## src/rtl/op_dispatch_pkg.sv

```systemverilog
// Shared types and constants for the op_dispatch command sequencer.
package op_dispatch_pkg;

  localparam int unsigned OP_W      = 4;
  localparam int unsigned FLAG_W    = 3;
  localparam int unsigned NUM_LANES = 12;

  typedef enum logic [OP_W-1:0] {
    OP_ADD  = 4'd0,
    OP_COMP = 4'd1,
    OP_DEC  = 4'd2,
    OP_DIV  = 4'd3,
    OP_INC  = 4'd4,
    OP_MOD  = 4'd5,
    OP_MUL  = 4'd6,
    OP_MUX  = 4'd7,
    OP_REG  = 4'd8,
    OP_SHL  = 4'd9,
    OP_SHR  = 4'd10,
    OP_SUB  = 4'd11
  } opcode_e;

  typedef enum logic [1:0] {
    ST_IDLE   = 2'd0,
    ST_ISSUE  = 2'd1,
    ST_SETTLE = 2'd2,
    ST_HOLD   = 2'd3
  } state_e;

endpackage

```

## src/rtl/op_result_mux.sv

```systemverilog
// Selects the datapath lane matching the opcode; COMP and illegal opcodes yield 0.
module op_result_mux
  import op_dispatch_pkg::*;
#(
  parameter int unsigned DATAWIDTH = 2
) (
  input  logic [NUM_LANES*DATAWIDTH-1:0] dp_res,
  input  logic [OP_W-1:0]                op,
  output logic [DATAWIDTH-1:0]           res_c
);

  // Lane 1 (comparator) carries no data result.
  logic unused_lane1_c;
  assign unused_lane1_c = ^dp_res[DATAWIDTH +: DATAWIDTH];

  // One-hot lane pick; unmatched opcodes leave the result at zero.
  always_comb begin
    res_c = '0;
    for (int unsigned k = 0; k < NUM_LANES; k++) begin
      if ((k != 1) && (op == OP_W'(k))) begin
        res_c = dp_res[k*DATAWIDTH +: DATAWIDTH];
      end
    end
  end

endmodule

```

## src/rtl/op_dispatch.sv

```systemverilog
// Command sequencer: latches operands to the datapath, captures the selected
// result one (or two, for REG) cycles later and holds it until accepted.
// Optional build macro OP_DISPATCH_ERR_EN flags divide-by-zero and illegal
// opcodes with res_err and an all-ones result.
module op_dispatch
  import op_dispatch_pkg::*;
#(
  parameter  int unsigned DATAWIDTH = 2,
  localparam int unsigned AMTWIDTH  = $clog2(DATAWIDTH)
) (
  input  logic                          clk,
  input  logic                          rst,
  input  logic                          cmd_valid,
  output logic                          cmd_ready,
  input  logic [OP_W-1:0]               cmd_op,
  input  logic [DATAWIDTH-1:0]          cmd_a,
  input  logic [DATAWIDTH-1:0]          cmd_b,
  input  logic [AMTWIDTH-1:0]           cmd_amt,
  output logic [DATAWIDTH-1:0]          dp_a,
  output logic [DATAWIDTH-1:0]          dp_b,
  output logic [AMTWIDTH-1:0]           dp_amt,
  output logic                          dp_sel,
  input  logic [NUM_LANES*DATAWIDTH-1:0] dp_res,
  input  logic                          dp_gt,
  input  logic                          dp_lt,
  input  logic                          dp_eq,
  output logic                          res_valid,
  input  logic                          res_ready,
  output logic [DATAWIDTH-1:0]          res_data,
  output logic [FLAG_W-1:0]             res_flags,
  output logic [OP_W-1:0]               res_op,
  output logic                          res_err
);

  state_e                state_q, state_d;
  logic [OP_W-1:0]       op_q, op_d;
  logic [DATAWIDTH-1:0]  dp_a_q, dp_a_d;
  logic [DATAWIDTH-1:0]  dp_b_q, dp_b_d;
  logic [AMTWIDTH-1:0]   dp_amt_q, dp_amt_d;
  logic                  dp_sel_q, dp_sel_d;
  logic                  cmd_ready_q, cmd_ready_d;
  logic                  res_valid_q, res_valid_d;
  logic [DATAWIDTH-1:0]  res_data_q, res_data_d;
  logic [FLAG_W-1:0]     res_flags_q, res_flags_d;
  logic [OP_W-1:0]       res_op_q, res_op_d;
  logic                  res_err_q, res_err_d;

  logic [DATAWIDTH-1:0]  lane_res_c;
  logic                  err_c;
  logic                  capture_c;

  op_result_mux #(.DATAWIDTH(DATAWIDTH)) u_mux (
    .dp_res (dp_res),
    .op     (op_q),
    .res_c  (lane_res_c)
  );

  // Error condition for the in-flight opcode, evaluated on held operands.
`ifdef OP_DISPATCH_ERR_EN
  assign err_c = (op_q >= OP_W'(NUM_LANES)) ||
                 (((op_q == OP_DIV) || (op_q == OP_MOD)) && (dp_b_q == '0));
`else
  assign err_c = 1'b0;
`endif

  // Next-state, operand latch and result capture.
  always_comb begin
    state_d     = state_q;
    op_d        = op_q;
    dp_a_d      = dp_a_q;
    dp_b_d      = dp_b_q;
    dp_amt_d    = dp_amt_q;
    dp_sel_d    = dp_sel_q;
    res_data_d  = res_data_q;
    res_flags_d = res_flags_q;
    res_op_d    = res_op_q;
    res_err_d   = res_err_q;
    capture_c   = 1'b0;

    case (state_q)
      ST_IDLE: begin
        if (cmd_valid && cmd_ready_q) begin
          op_d     = cmd_op;
          dp_a_d   = cmd_a;
          dp_b_d   = cmd_b;
          dp_amt_d = cmd_amt;
          dp_sel_d = cmd_amt[0];
          state_d  = ST_ISSUE;
        end
      end
      ST_ISSUE: begin
        if (op_q == OP_REG) begin
          state_d = ST_SETTLE;
        end else begin
          capture_c = 1'b1;
          state_d   = ST_HOLD;
        end
      end
      ST_SETTLE: begin
        capture_c = 1'b1;
        state_d   = ST_HOLD;
      end
      ST_HOLD: begin
        if (res_ready) begin
          state_d = ST_IDLE;
        end
      end
      default: state_d = ST_IDLE;
    endcase

    if (capture_c) begin
      res_op_d    = op_q;
      res_err_d   = err_c;
      res_data_d  = err_c ? {DATAWIDTH{1'b1}} : lane_res_c;
      res_flags_d = (op_q == OP_COMP) ? {dp_gt, dp_lt, dp_eq} : '0;
    end

    cmd_ready_d = (state_d == ST_IDLE);
    res_valid_d = (state_d == ST_HOLD);
  end

  // State and output registers.
  always_ff @(posedge clk or negedge rst) begin
    if (!rst) begin
      state_q     <= ST_IDLE;
      op_q        <= '0;
      dp_a_q      <= '0;
      dp_b_q      <= '0;
      dp_amt_q    <= '0;
      dp_sel_q    <= 1'b0;
      cmd_ready_q <= 1'b1;
      res_valid_q <= 1'b0;
      res_data_q  <= '0;
      res_flags_q <= '0;
      res_op_q    <= '0;
      res_err_q   <= 1'b0;
    end else begin
      state_q     <= state_d;
      op_q        <= op_d;
      dp_a_q      <= dp_a_d;
      dp_b_q      <= dp_b_d;
      dp_amt_q    <= dp_amt_d;
      dp_sel_q    <= dp_sel_d;
      cmd_ready_q <= cmd_ready_d;
      res_valid_q <= res_valid_d;
      res_data_q  <= res_data_d;
      res_flags_q <= res_flags_d;
      res_op_q    <= res_op_d;
      res_err_q   <= res_err_d;
    end
  end

  assign cmd_ready = cmd_ready_q;
  assign dp_a      = dp_a_q;
  assign dp_b      = dp_b_q;
  assign dp_amt    = dp_amt_q;
  assign dp_sel    = dp_sel_q;
  assign res_valid = res_valid_q;
  assign res_data  = res_data_q;
  assign res_flags = res_flags_q;
  assign res_op    = res_op_q;
  assign res_err   = res_err_q;

endmodule

```

## config.mk

```make
export PLATFORM = sky130hd
export DESIGN_NAME = op_dispatch
export DESIGN_NICKNAME = d
export VERILOG_FILES = /design/src/rtl/op_dispatch_pkg.sv /design/src/rtl/op_result_mux.sv /design/src/rtl/op_dispatch.sv
export SDC_FILE = /design/constraint.sdc
export NUM_CORES = 1
export LEC_CHECK = 0
export ABC_AREA = 1
export CORE_MARGIN = 1.5
export CORE_UTILIZATION = 41
export CTS_CLUSTER_DIAMETER = 30
export DETAILED_ROUTE_END_ITERATION = 6
export GPL_TIMING_DRIVEN = 1
export PLACE_DENSITY_LB_ADDON = 0.25
export SLEW_MARGIN = 40
export SYNTH_ARGS = -nofsm -noshare
export SYNTH_HDL_FRONTEND = slang
export SYNTH_HIERARCHICAL = 1
export SYNTH_SLANG_ARGS = --single-unit
```

## constraint.sdc

```tcl
create_clock -name clk -period 1.4 [get_ports clk]
set_input_delay 0.28 -clock clk [delete_from_list [all_inputs] [get_ports clk]]
set_output_delay 0.28 -clock clk [all_outputs]
set_load 0.02 [all_outputs]
```

* Word-level counts from Yosys, hierarchy flattened
Cells that the tools add are included.
** Word-level totals
- Word-level logic and storage cells :: 48
- Flip-flop bits (word level) :: 22
- Input bits :: 40
** Cells by class
- Reductions and logical operators :: 5
- Equality and inequality tests :: 15
- Multiplexer cells :: 18
** Operators with widths (count)
- two-way mux 2 bit :: 13
- equality test 4 x 3 -> 1 bit, second input constant :: 4
- equality test 4 bit, second input constant :: 4
- equality test 4 x 2 -> 1 bit, second input constant :: 2
- case mux 2 bit (4 select lines) :: 1
- equality test 2 bit, second input constant :: 3
- equality test 4 x 1 -> 1 bit, second input constant :: 1
- zero test 2 bit :: 2
- zero test 4 bit :: 1
- two-way mux 3 bit :: 1
- equality test 2 x 1 -> 1 bit, second input constant :: 1
- two-way mux 1 bit :: 2
- case mux 1 bit (2 select lines) :: 1
- AND reduction 2 bit :: 1
- logical AND 1 bit :: 1

* Depth between registers and ports, before layout
Gate-level depths: netlist of the first run.
- Word-level depth :: 12
- Depth in mapped cells :: 10
- Mapped depth without buffers :: 10

* By module
Netlist of the first run, hierarchy kept.
** Modules (own cells, without submodules)
- op_dispatch :: cells an instance 124, seq. area each 551.8 sq um, area each 1053.5 sq um, times used 1
- op_result_mux :: cells an instance 56, seq. area each 0.0 sq um, area each 241.5 sq um, times used 1

* Least setup slack after synthesis of the first run
Ideal clock, no wire load.
- Path type :: register -> register
- Start point :: register op_q[0]
- End point :: register res_data_q[0] (netlist: res_data[0])
- Library setup time :: 0.117 ns
- Data arrival time :: 1.139 ns
- Setup slack :: 0.144 ns
- Stages on the path, launching flop included :: 11
- Required time :: 1.283 ns
- Path buffers :: 0
- Cell sequence :: dfrtp_1 nand2_1 inv_1 nand3_1 nand3_1 nor2_1 nand4_1 nor2_1 nand4_1 nand3_1 nand2_1
** On the way
- Word-level cells in the longest chain between the ends :: 12
- Elaborated cells on any way between the ends :: 24
- Classes of those cells :: eq/ne: 10; mux: 13; reduce/logical: 1
** Ends and longest elaborated chain
- from (decl) :: RTL line op_dispatch.sv:36 : logic [OP_W-1:0] op_q, op_d;
- from (signal assigned) :: RTL line op_dispatch.sv:139 : op_q <= op_d;
- zero test 4 bit :: RTL line op_result_mux.sv:20 : if ((k != 1) && (op == OP_W'(k))) begin
- two-way mux 2 bit (10 in series) :: RTL line op_result_mux.sv:20
- two-way mux 2 bit * :: RTL line op_result_mux.sv:20
- via lane_res_c[0] :: RTL line op_dispatch.sv:48 : logic [DATAWIDTH-1:0] lane_res_c;
- to (signal assigned) :: RTL line op_dispatch.sv:146 : res_data_q <= res_data_d;
- to (decl) :: RTL line op_dispatch.sv:43 : logic [DATAWIDTH-1:0] res_data_q, res_data_d;
The timed path passes the listed nets; every way through them passes the cells marked *.
A chain may end at the register's enable or synchronous reset.

* Worst setup path in the final report of the first run
- Start point :: register op_q[1]
- End point :: register res_data_q[0] (netlist: res_data[0])
The elaborated chain is that of the path after synthesis.

==> impl_metrics.prom, run 1 <==
# TYPE chip_impl_metric gauge
chip_impl_metric{name="synth.area.mux_share",unit=""} 0
chip_impl_metric{name="post_synth.cell_area_avg",unit="um^2"} 7.19
chip_impl_metric{name="synth_cell_type_count",unit=""} 20
chip_impl_metric{name="power.density_cell_area",unit="nW/um^2"} 1930
chip_impl_metric{name="place_congestion",unit=""} 0.750
chip_impl_metric{name="buffer_ports.inserted",unit=""} 54
chip_impl_metric{name="critPathMaxFanout",unit=""} 5
chip_impl_metric{name="finalCriticalPeriod",unit="ns"} 1.41
chip_impl_metric{name="share_of_the_synthesized_area_in_the_top_cell_type",unit=""} 0.406
chip_impl_info{name="rsz_0062_raised_after_global_routing",value="true"} 1
chip_impl_metric{name="worst_ir_drop_vdd",unit="V"} 0.00153
chip_impl_metric{name="die_area",unit="um^2"} 3500
chip_impl_metric{name="cts-hold-fix-buffers",unit=""} 0
chip_impl_metric{name="firstDrtPassIters",unit=""} 4
chip_impl_metric{name="global_route.usage.total",unit=""} 0.197
chip_impl_info{name="clock_tree.root_cell",value="sky130_fd_sc_hd__clkbuf_4"} 1
chip_impl_metric{name="die_h",unit="um"} 59.2
chip_impl_info{name="failed_checks",value="negative setup slack"} 1
chip_impl_metric{name="cp.depth",unit=""} 10
chip_impl_info{name="run_status",value="finished, violations left"} 1
chip_impl_metric{name="post_drt_wl_per_cell",unit="um"} 10.3
chip_impl_info{name="holdCritPathClass",value="in -> async"} 1
chip_impl_metric{name="layout_worst_path_cycle_share",unit=""} 1.01
chip_impl_metric{name="vias_in_the_first_global_route",unit=""} 1290
chip_impl_metric{name="io_pins",unit=""} 58
chip_impl_metric{name="numClockSinks",unit=""} 22
chip_impl_metric{name="overflow",unit=""} 0
chip_impl_metric{name="route.vias.total",unit=""} 1345
chip_impl_metric{name="warnings_synthesis",unit=""} 6
chip_impl_metric{name="leakagePower",unit="nW"} 1.07
chip_impl_metric{name="hold_slack",unit="ns"} 0.312
chip_impl_metric{name="cts_htree_levels",unit=""} 1
chip_impl_metric{name="report.power.total",unit="W"} 0.00397
chip_impl_metric{name="floorplan.initialDensity",unit=""} 0.428
chip_impl_metric{name="worstPathArrival",unit="ns"} 1.62
chip_impl_metric{name="reg2reg_depth",unit=""} 10
chip_impl_metric{name="syn-cell-area",unit="um^2"} 1290
chip_impl_metric{name="hpwlAfterDp",unit="um"} 2460
chip_impl_metric{name="final_setup_fails",unit=""} 1
chip_impl_metric{name="worstSkewPairLatency",unit="ns"} 0.30
chip_impl_metric{name="max_freq",unit="MHz"} 709
chip_impl_metric{name="hold_viol_final",unit=""} 0
chip_impl_info{name="yosys-top-cells-area",value="sky130_fd_sc_hd__dfrtp_1 (41%), sky130_fd_sc_hd__nand2_1 (17%), sky130_fd_sc_hd__nand3_1 (12%), sky130_fd_sc_hd__nor2_1 (6.1%), sky130_fd_sc_hd__inv_1 (5.8%)"} 1
chip_impl_metric{name="numCtsBuffers",unit=""} 3
chip_impl_metric{name="syn-instance-count",unit=""} 180
chip_impl_metric{name="yosysSeqAreaShare",unit=""} 0.426
chip_impl_metric{name="first_pass_grt_wire_length",unit="um"} 5380
chip_impl_metric{name="number_of_antenna_violations_at_the_first_check_in_global_routing",unit=""} 0
chip_impl_metric{name="vias_per_cell",unit=""} 4.62
chip_impl_metric{name="drt-initial-drc-count",unit=""} 47
chip_impl_info{name="critPathTopFamily",value="simple AND/OR/NAND/NOR gates"} 1
chip_impl_metric{name="synth_nets",unit=""} 225
chip_impl_metric{name="finClkSkew",unit="ns"} 0.00641
chip_impl_metric{name="synth-adder-area-share",unit=""} 0.0483
chip_impl_metric{name="design_area",unit="um^2"} 2060
chip_impl_metric{name="crit_buf_inv",unit=""} 1
chip_impl_metric{name="longest_clk_path_bufs",unit=""} 2
chip_impl_info{name="worst-setup-path-type",value="reg -> reg"} 1
chip_impl_metric{name="drive_gt1_frac",unit=""} 0.186
chip_impl_metric{name="timing.critical_path.required",unit="ns"} 1.61
chip_impl_info{name="layout_common_cells",value="sky130_fd_sc_hd__nand2_1 (55), sky130_fd_sc_hd__clkdlybuf4s50_1 (37), sky130_fd_sc_hd__nand3_1 (28), sky130_fd_sc_hd__inv_1 (18), sky130_fd_sc_hd__dfrtp_1 (18)"} 1
chip_impl_metric{name="fp.dieW",unit="um"} 59.2
chip_impl_metric{name="drc_errors",unit=""} 0
chip_impl_info{name="synth_top_family_by_area",value="simple AND/OR/NAND/NOR gates"} 1
chip_impl_metric{name="critical-path-max-stage-delay",unit="ns"} 0.47
chip_impl_info{name="synth_area_leader_cell",value="sky130_fd_sc_hd__dfrtp_1"} 1
chip_impl_metric{name="final_net_count",unit=""} 293
chip_impl_metric{name="largest_net_degree_at_the_start_of_global_routing",unit=""} 23
chip_impl_metric{name="placement_rows",unit=""} 20
chip_impl_metric{name="totalWireLength",unit="um"} 3010
chip_impl_info{name="crit_path_start_kind",value="register"} 1
chip_impl_metric{name="synth_xor_xnor_area_share",unit=""} 0
chip_impl_info{name="crit_path_top_delay_cell",value="sky130_fd_sc_hd__dfrtp_2"} 1
chip_impl_metric{name="finalMaxSlewViolations",unit=""} 0
chip_impl_metric{name="synth_compound_area_frac",unit=""} 0.00773
chip_impl_info{name="worstPathCellList",value="inv_2 -> nor2_4 -> nand3_2 -> nand3_2 -> nor2_2 -> nand4_1 -> nor2_1 -> nand4_1 -> nand3_1 -> nand2_1"} 1
chip_impl_metric{name="post_route_setup_slack",unit="ns"} -0.0109
chip_impl_metric{name="maxCapViolCount",unit=""} 0
chip_impl_metric{name="clk_pin_slew",unit="ns"} 0.12
chip_impl_metric{name="num_antenna_cells",unit=""} 0
chip_impl_info{name="cts_tree",value="yes"} 1
chip_impl_metric{name="antenna_left",unit=""} 0
chip_impl_metric{name="flow.area_growth_from_synthesis",unit="%"} 59.2
chip_impl_metric{name="area_of_placed_instances",unit="um^2"} 1960
chip_impl_metric{name="synth-seq-cells",unit=""} 22
chip_impl_metric{name="synth_simple_gate_area_frac",unit=""} 0.425
chip_impl_info{name="mostFrequentLayoutCell",value="sky130_fd_sc_hd__nand2_1"} 1
chip_impl_info{name="endpoint_kind",value="register"} 1
chip_impl_metric{name="floorplan.core_area",unit="um^2"} 3030
==> layer usage <==
layer,GRT usage,part of all wire
met1,0.240,0.45
met2,0.363,0.51
met3,0.0437,0.039
met4,0.0195,0
met5,0,0
==> stage by stage <==
step | setup TNS (ns) | std cells | setup slack [ns] | utilization
finish | -0.0109 | 291 | -0.0109 | 0.681
global route | -0.264 | 291 | -0.185 | 0.681
CTS | 0 | 291 | 0.00129 | 0.657
detailed placement | -0.183 | 286 | -0.0950 | 0.647
global placement | -0.140 | 286 | -0.0700 | 0.647
floorplan | 0 | 180 | 0.144 | -
==> cell type report <==
cell class | count | area (um^2)
tap | 44 | 55.1
clock buffer | 4 | 36.3
multi-input combinational | 132 | 707
inverter | 22 | 82.6
fill | 264 | 966
sequential | 22 | 556
timing repair buffer | 67 | 626
==> synth_stat cells (all sizes together) <==
master / instances
o21ai: 1
nand4: 4
nor3: 2
dfrtp: 21
a21oi: 1
nand3: 31
nand3b: 1
nand2: 61
clkbuf: 1
buf: 3
dfstp: 1
ha: 5
nor2: 25
inv: 22
conb: 1
==> cells by family (layout without fill, tap and decap cells) <==
group	after synthesis	in the layout
AND/OR/NAND/NOR	124	124
flip-flops	22	22
adder cells (fa/ha/maj)	5	5
other	1	1
AO/OA/AOI/OAI	2	2
buffers and inverters	26	93
==> power by group <==
group	total, W	internal (W)	switching (W)	leakage [nW]
sequential	0.00111	0.000921	0.000193	0.273
combinational	0.00252	0.00104	0.00149	0.781
clock	0.000335	0.000159	0.000176	0.0210
==> registers in the layout, summed over array words and instances (netlist names) <==
signal     count
op_q           4
res_flags      3
state_q        2
res_op         4
dp_b           2
dp_a           2
dp_sel         1
res_valid      1
res_data       2
cmd_ready      1
==> path summary, 6_finish.rpt <==
kind / slack [ns] / end / start
worst min register to register: 0.48 / res_data[1] / res_data[1]
worst max-delay path: -0.01 / res_data[0] / op_q[1]
worst max register to register: -0.01 / res_data[0] / op_q[1]
max in group asynchronous: 0.86 / cmd_ready / rst
min in group clk: 0.48 / res_data[1] / res_data[1]
worst min-delay path: 0.31 / res_data[1] / rst
==> what timing repair did <==
action | in CTS | in global routing
gates resized for setup | 21 | 22
pin swaps | 1 | 9
buffers inserted | 1 | 0
setup endpoints to repair | 19 | 11
Power figures use the tool's default switching activity.
==> inputs of run 2 (changes only) <==
CTS_CLUSTER_DIAMETER = 100   (was 30)
==> results of run 2 <==
No change in the layout: final DEF, timing and power equal those of run 1.
